<file path="src/rtl/size_count_pkg.sv">
// Shared FSM encodings and a constant log2 helper for the payload-length tracker.
// No logic, no latency, no flow control.
package size_count_pkg;

   typedef logic [1:0] state_t;

   localparam state_t ST_IDLE  = 2'd0;
   localparam state_t ST_ARMED = 2'd1;
   localparam state_t ST_COUNT = 2'd2;

   function automatic int clog2(input int value);
      int result;
      result = 0;
      while ((1 << result) < value) result++;
      return result;
   endfunction

endpackage

</file>
<file path="src/rtl/size_count_multi_if.sv">
// Size-queue, beat and error signals between header parser, tracker and checksum unit.
// master drives sizes/beats/clears; slave (the tracker) returns status and pulses.
interface size_count_multi_if #(
   parameter int SIZE_W     = 32,
   parameter int BEAT_BYTES = 4,
   parameter int DEPTH      = 4
);
   localparam int LB_W   = size_count_pkg::clog2(BEAT_BYTES) + 1;
   localparam int PEND_W = size_count_pkg::clog2(DEPTH) + 1;

   logic              size_valid;
   logic [SIZE_W-1:0] size;
   logic              size_ready;
   logic              data_start;
   logic              data_valid;
   logic              last_beat;
   logic [LB_W-1:0]   last_bytes;
   logic              checksum_valid;
   logic              busy;
   logic [PEND_W-1:0] pending;
   logic              err_clear;
   logic              err_overflow;
   logic              err_start;

   modport master (
      output size_valid, size, data_start, data_valid, err_clear,
      input  size_ready, last_beat, last_bytes, checksum_valid, busy, pending,
             err_overflow, err_start
   );

   modport slave (
      input  size_valid, size, data_start, data_valid, err_clear,
      output size_ready, last_beat, last_bytes, checksum_valid, busy, pending,
             err_overflow, err_start
   );
endinterface

</file>
<file path="src/rtl/sync_fifo.sv">
// Show-ahead synchronous FIFO; pushes when full and pops when empty are ignored.
// Head data is combinational from the read pointer; occupancy updates one cycle after push/pop.
module sync_fifo import size_count_pkg::*; #(
   parameter int W     = 32,
   parameter int DEPTH = 4
) (
   input  logic                     clock,
   input  logic                     rst_n,
   input  logic                     push,
   input  logic [W-1:0]             push_data,
   input  logic                     pop,
   output logic [W-1:0]             head_data,
   output logic                     full,
   output logic                     empty,
   output logic [clog2(DEPTH):0]    count
);
   localparam int AW = clog2(DEPTH);

   logic [W-1:0]  mem [DEPTH];
   logic [AW-1:0] rd_ptr;
   logic [AW-1:0] wr_ptr;
   logic          push_ok;
   logic          pop_ok;

   assign full      = (count == (AW+1)'(DEPTH));
   assign empty     = (count == '0);
   assign push_ok   = push && !full;
   assign pop_ok    = pop && !empty;
   assign head_data = mem[rd_ptr];

   always_ff @(posedge clock) begin
      if (push_ok) mem[wr_ptr] <= push_data;
   end

   // Pointers wrap naturally since DEPTH is a power of two.
   always_ff @(posedge clock) begin
      if (!rst_n) begin
         rd_ptr <= '0;
         wr_ptr <= '0;
         count  <= '0;
      end else begin
         if (push_ok) wr_ptr <= wr_ptr + AW'(1);
         if (pop_ok)  rd_ptr <= rd_ptr + AW'(1);
         count <= count + (AW+1)'(push_ok) - (AW+1)'(pop_ok);
      end
   end
endmodule

</file>
<file path="src/rtl/size_count_multi.sv">
// Queues payload sizes, counts qualified beats per payload, pulses checksum_valid one cycle after the final beat.
// size_ready drops when the queue is full; overflowing sizes and misplaced starts set sticky error flags.
module size_count_multi import size_count_pkg::*; #(
   parameter int SIZE_W     = 32,
   parameter int BEAT_BYTES = 4,
   parameter int DEPTH      = 4
) (
   input logic               clock,
   input logic               rst_n,
   size_count_multi_if.slave bus
);
   localparam int LOG_BB = clog2(BEAT_BYTES);
   localparam int LB_W   = LOG_BB + 1;
   localparam int PEND_W = clog2(DEPTH) + 1;
   localparam int CNT_W  = SIZE_W + 1;

   state_t            state_q, state_d;
   logic [CNT_W-1:0]  cnt_q;
   logic [LB_W-1:0]   lb_q;
   logic              cv_q, err_ovf_q, err_start_q;

   logic              fifo_full, fifo_empty;
   logic [PEND_W-1:0] fifo_count;
   logic [SIZE_W-1:0] head;
   logic              push_ok, pop, last_beat, busy;
   logic [CNT_W-1:0]  beats;
   logic [SIZE_W-1:0] rem;
   logic [LB_W-1:0]   lb_calc;

   assign push_ok = bus.size_valid && !fifo_full;

   sync_fifo #(.W(SIZE_W), .DEPTH(DEPTH)) u_fifo (
      .clock     (clock),
      .rst_n     (rst_n),
      .push      (bus.size_valid),
      .push_data (bus.size),
      .pop       (pop),
      .head_data (head),
      .full      (fifo_full),
      .empty     (fifo_empty),
      .count     (fifo_count)
   );

   // One extra bit keeps the round-up from wrapping at the maximum size.
   assign beats   = ({1'b0, head} + CNT_W'(BEAT_BYTES - 1)) >> LOG_BB;
   assign rem     = head & SIZE_W'(BEAT_BYTES - 1);
   assign lb_calc = (rem == '0) ? LB_W'(BEAT_BYTES) : LB_W'(rem);

   always_ff @(posedge clock) begin
      if (!rst_n) state_q <= ST_IDLE;
      else        state_q <= state_d;
   end

   always_comb begin
      state_d = state_q;
      case (state_q)
         ST_IDLE:  if (push_ok) state_d = ST_ARMED;
         ST_ARMED: if (pop) begin
            if (beats == '0)
               state_d = (fifo_count > PEND_W'(1) || push_ok) ? ST_ARMED : ST_IDLE;
            else
               state_d = ST_COUNT;
         end
         ST_COUNT: if (last_beat)
            state_d = (fifo_count != '0 || push_ok) ? ST_ARMED : ST_IDLE;
         default:  state_d = ST_IDLE;
      endcase
   end

   always_comb begin
      pop       = 1'b0;
      busy      = 1'b0;
      last_beat = 1'b0;
      case (state_q)
         ST_ARMED: pop = bus.data_start && !fifo_empty;
         ST_COUNT: begin
            busy      = 1'b1;
            last_beat = bus.data_valid && (cnt_q == CNT_W'(1));
         end
         default: ;
      endcase
   end

   always_ff @(posedge clock) begin
      if (!rst_n) begin
         cnt_q       <= '0;
         lb_q        <= LB_W'(BEAT_BYTES);
         cv_q        <= 1'b0;
         err_ovf_q   <= 1'b0;
         err_start_q <= 1'b0;
      end else begin
         if (pop && beats != '0)         cnt_q <= beats;
         else if (busy && bus.data_valid) cnt_q <= cnt_q - CNT_W'(1);
         if (pop) lb_q <= lb_calc;
         cv_q <= (pop && beats == '0) || last_beat;
         // Clear wins over a same-cycle error.
         if (bus.err_clear)                    err_ovf_q <= 1'b0;
         else if (bus.size_valid && fifo_full) err_ovf_q <= 1'b1;
         if (bus.err_clear)                                err_start_q <= 1'b0;
         else if (bus.data_start && state_q != ST_ARMED)   err_start_q <= 1'b1;
      end
   end

   assign bus.size_ready     = !fifo_full;
   assign bus.last_beat      = last_beat;
   assign bus.last_bytes     = lb_q;
   assign bus.checksum_valid = cv_q;
   assign bus.busy           = busy;
   assign bus.pending        = fifo_count;
   assign bus.err_overflow   = err_ovf_q;
   assign bus.err_start      = err_start_q;
endmodule

</file>
<file path="src/flat_wrapper.sv">
// flat-port wrapper written by rule: the top's interface ports become plain ports
module size_count_multi_flat import size_count_pkg::*;
#(
   parameter int SIZE_W     = 32,
   parameter int BEAT_BYTES = 4,
   parameter int DEPTH      = 4
)
  (clock, rst_n, bus_size_valid, bus_size, bus_data_start, bus_data_valid, bus_err_clear, bus_size_ready, bus_last_beat, bus_last_bytes, bus_checksum_valid, bus_busy, bus_pending, bus_err_overflow, bus_err_start);
  size_count_multi_if #(.SIZE_W(SIZE_W), .BEAT_BYTES(BEAT_BYTES), .DEPTH(DEPTH)) bus_i ();
  input logic clock;
  input logic rst_n;
  input wire logic [$bits(bus_i.size_valid)-1:0] bus_size_valid;
  input wire logic [$bits(bus_i.size)-1:0] bus_size;
  input wire logic [$bits(bus_i.data_start)-1:0] bus_data_start;
  input wire logic [$bits(bus_i.data_valid)-1:0] bus_data_valid;
  input wire logic [$bits(bus_i.err_clear)-1:0] bus_err_clear;
  output wire logic [$bits(bus_i.size_ready)-1:0] bus_size_ready;
  output wire logic [$bits(bus_i.last_beat)-1:0] bus_last_beat;
  output wire logic [$bits(bus_i.last_bytes)-1:0] bus_last_bytes;
  output wire logic [$bits(bus_i.checksum_valid)-1:0] bus_checksum_valid;
  output wire logic [$bits(bus_i.busy)-1:0] bus_busy;
  output wire logic [$bits(bus_i.pending)-1:0] bus_pending;
  output wire logic [$bits(bus_i.err_overflow)-1:0] bus_err_overflow;
  output wire logic [$bits(bus_i.err_start)-1:0] bus_err_start;
  assign bus_i.size_valid = bus_size_valid;
  assign bus_i.size = bus_size;
  assign bus_i.data_start = bus_data_start;
  assign bus_i.data_valid = bus_data_valid;
  assign bus_i.err_clear = bus_err_clear;
  assign bus_size_ready = bus_i.size_ready;
  assign bus_last_beat = bus_i.last_beat;
  assign bus_last_bytes = bus_i.last_bytes;
  assign bus_checksum_valid = bus_i.checksum_valid;
  assign bus_busy = bus_i.busy;
  assign bus_pending = bus_i.pending;
  assign bus_err_overflow = bus_i.err_overflow;
  assign bus_err_start = bus_i.err_start;
  size_count_multi #(.SIZE_W(SIZE_W), .BEAT_BYTES(BEAT_BYTES), .DEPTH(DEPTH)) u_core (.clock(clock), .rst_n(rst_n), .bus(bus_i));
endmodule
</file>
<file path="config.mk">
export PLATFORM = sky130hd
export DESIGN_NAME = size_count_multi_flat
export DESIGN_NICKNAME = d
export VERILOG_FILES = /design/src/rtl/size_count_pkg.sv /design/src/rtl/size_count_multi_if.sv /design/src/rtl/sync_fifo.sv /design/src/rtl/size_count_multi.sv /design/src/flat_wrapper.sv
export SDC_FILE = /design/constraint.sdc
export NUM_CORES = 1
export LEC_CHECK = 0
export CAP_MARGIN = 30
export CORE_MARGIN = 1
export CORE_UTILIZATION = 31
export CTS_CLUSTER_SIZE = 12
export DETAILED_ROUTE_END_ITERATION = 8
export SYNTH_ARGS = -nofsm -noshare
export SYNTH_HDL_FRONTEND = slang
export SYNTH_SLANG_ARGS = --single-unit
</file>
<file path="constraint.sdc">
create_clock -name clock -period 5.2 [get_ports clock]
set_clock_uncertainty 0.15 [all_clocks]
set_input_delay 0.78 -clock clock [delete_from_list [all_inputs] [get_ports clock]]
set_output_delay 0.78 -clock clock [all_outputs]
set_load 0.1 [all_outputs]
</file>
==> summary.md <==
| Metric | Value |
|---|---|
| Outcome | complete, but fails checks |
| Violated checks | DRC |
| Startpoint types | register |
| Die area | 27,700 µm² |
| Sequential Area | 4850 µm² |
| Synthesis-to-finish area growth | 17.7% |
| Clk_lat worst skew | 430 ps |
| Crit path capture type | register |
| Top_reg_cell synth | edfxtp_1 |
| Final setup fails | 0 |
| Minimum clock period | 4490 ps |
| Post-DP Area | 9260 µm² |
| First-pass GRT wire length | 29,000 µm |
| Largest net degree at the start of global routing | 33 |
| Slew Limit Fails | 0 |
| Syn_nets | 683 |
| Total Wirelength | 17,900 µm |
| Post-CTS Resized | 0 |
| Multi-input logic area | 3320 µm² |
| Worst Max-Slew Pin Slew | 986 ps |
| Count of buffers from port buffering | 49 |
| Reg2reg setup slack | 710 ps |
| Dpl cells | 1,003 |
| PD cells | 424 nW/µm² |
| Max Cap Viol | 0 |
| Overall power | 4.19 mW |
| Pre-CTS setup slack | 693 ps |
| Avg WL per Cell | 17.3 µm |
| Synth top area share | 0.458 |
| Post-CTS Hold Fix Bufs | 0 |
| Worst Path Required | 5380 ps |
| Final net count | 735 |
| WHS Path Cells | 2 |
| Worst vdd ir | 0.191 mV |
| Fin Setup TNS | 0 ps |
| FP Rows | 59 |
| Worst-path fanout max | 13 |
| Via count | 5,399 |
| I/O pin total | 50 |
| Initial antenna violation count | 0 |
| Clk pin slew, worst setup/hold paths | 70 ps |
| Synth Area per Inst | 13.2 µm² |
| Fillcell total | 2,517 |
| Yosys reg bits | 178 |
| Number of antenna-violating nets in the routed design | 0 |
| Pre-antenna DRT Iters | 7 |
| Total gr overflow | 0 |
| Sequential element share of the synthesized area | 0.577 |
| Peak Freq | 223 MHz |
| Post-synth cell types | 77 |
| Synthesis Warnings | 0 |
| Die H | 167 µm |
| Die X | 167 µm |
| Layout Utilization | 0.376 |
| Crit Path Category | reg -> reg |
| Hold_sp | u_core.bus.last_bytes[0]$_SDFFE_PN0P_ |
| Largest cells by area after synthesis | edfxtp_1 46%, dfxtp_1 12%, mux4_2 7.5%, xnor2_1 3.4%, nor2_1 1.9% |
| Hpwl dp | 12,100 µm |
| RSZ-0062 raised after global routing | no |
| Clock sink count | 178 |
| Initial DRC count | 502 |
| Routability Congestion | 0.883 |
| H-Tree Depth | 4 |
| Synth Cell Area | 8390 µm² |
| Cells after Synth | 635 |
| Period Utilization, post-route | 0.864 |
| CTS Buffer Depth | 2 |
| Final non-filler cell total | 1,035 |
| Post-synth top cells | 128 x edfxtp_1, 50 x dfxtp_1, 42 x nor2_1 |
| Final Hold Vio Count | 0 |
| Core Area | 26,300 µm² |
| Post-synth EDFFs | 128 |
| CTS tree | built |
| Antenna cells | 0 |
| Pleak | 3.12 nW |
| Global Route Usage Sum | 0.134 |
| Hold/Removal Path Class | reg -> reg |
| Most area-hungry cell type in the Yosys netlist | edfxtp_1 |
| Number of global-route vias before repair | 5,209 |
| DRC | 4 |
| Via density | 5.22 |
| Worst EP arrival | 4670 ps |
| R2R depth | 11 |
| Max transition margin | 0.341 |
| Hold Crit Endpoint | u_core.bus.last_bytes[0]$_SDFFE_PN0P_ |
| Total CTS buffers | 17 |
| Root Buffer | clkbuf_16 |
| Layout cell share with drive strength beyond 1 | 0.139 |
| Reg-to-reg critical path endpoint | u_core.cnt_q[1]$_SDFFE_PN0P_ |
| Post-synth ARST share | 0 |
| Initial Utilization | 0.319 |
| Finished Cell Area | 9880 µm² |
| Hold slack final | 309 ps |
| Post-CTS Setup Repair Bufs | 0 |
| Top-count cell post-synth | edfxtp_1 |
| Worst setup slack after layout | 709 ps |
-- routing by layer --
layer,GRT usage,vias up,part of all wire
met4,0.0503,0,0.018
met1,0.193,2643,0.49
li1,-,2594,-
met2,0.201,133,0.45
met3,0.0233,29,0.037
met5,0,-,0
-- placed cells by master (no fill, tap or decap), types with 11 or more instances in the layout --
| cell | instances |
|---|---|
| mux4_2 | 28 |
| nor3_1 | 14 |
| nand4_1 | 13 |
| xnor2_1 | 33 |
| buf_4 | 12 |
| and3_1 | 11 |
| nor4_1 | 12 |
| dfxtp_1 | 49 |
| edfxtp_1 | 128 |
| inv_1 | 13 |
| xor2_1 | 13 |
| nand3_1 | 21 |
| a21oi_1 | 28 |
| nor2_1 | 42 |
| clkbuf_16 | 17 |
| clkdlybuf4s50_1 | 48 |
| nand2_1 | 37 |
-- worst max-delay path, stage by stage, from the launching register on --
cell	delay (ps)
dfxtp_1	640
buf_4	320
mux4_2	340
nand3_2	160
or3_1	520
or4_1	550
a211o_1	330
a2111oi_4	370
and3_1	360
nor2_2	180
buf_16	240
o41ai_1	220
-- power breakdown --
group	switching [mW]	internal [mW]	leakage (nW)
Sequential	0.0867	1.69	1.58
Combinational	0.697	0.421	1.24
Clock	0.640	0.662	0.301
Total	1.42	2.77	3.12
-- sequential cells by signal, summed over array words and instances, names as in the netlist, named ones only --
register	flops
u_core.bus.checksum_valid	1
u_core.bus.err_overflow	1
u_core.bus.err_start	1
u_core.bus.last_bytes	3
u_core.cnt_q	33
u_core.state_q	2
u_core.u_fifo.count	3
u_core.u_fifo.mem	128
u_core.u_fifo.rd_ptr	2
u_core.u_fifo.wr_ptr	2
-- cell families (layout without fill, tap and decap cells) --
kind of cell               count (synthesis)  after routing  synth area share
buffers and inverters                     43            108            0.0273
muxes                                     35             35            0.0912
and+or+nand+nor                          205            205             0.133
DFF                                      178            178             0.577
AOI/OAI and AO/OA                        118            118             0.108
adders and majority gates                 10             10            0.0158
xor gates and xnor gates                  46             46            0.0480
-- cell type report --
type | instances | area share
Clock buffer | 17 | 0.0431
Clock inverter | 15 | 0.0201
Inverter | 14 | 0.00532
Multi-Input combinational cell | 414 | 0.336
Sequential cell | 178 | 0.490
Tap cell | 335 | 0.0424
Timing Repair Buffer | 62 | 0.0626
-- worst max-delay path by stage --
stage                     cells past startpoint                         start                      endpoint
after floorplan                               6  u_core.cnt_q[4]$_SDFFE_PN0P_                 bus_last_beat
after CTS                                    11                      register  u_core.cnt_q[1]$_SDFFE_PN0P_
after global placement                       11                      register  u_core.cnt_q[3]$_SDFFE_PN0P_
after detailed placement                     11                      register  u_core.cnt_q[1]$_SDFFE_PN0P_
final                                        11                      register  u_core.cnt_q[1]$_SDFFE_PN0P_
after global routing                         11                      register  u_core.cnt_q[1]$_SDFFE_PN0P_
Power figures use the tool's default switching activity.
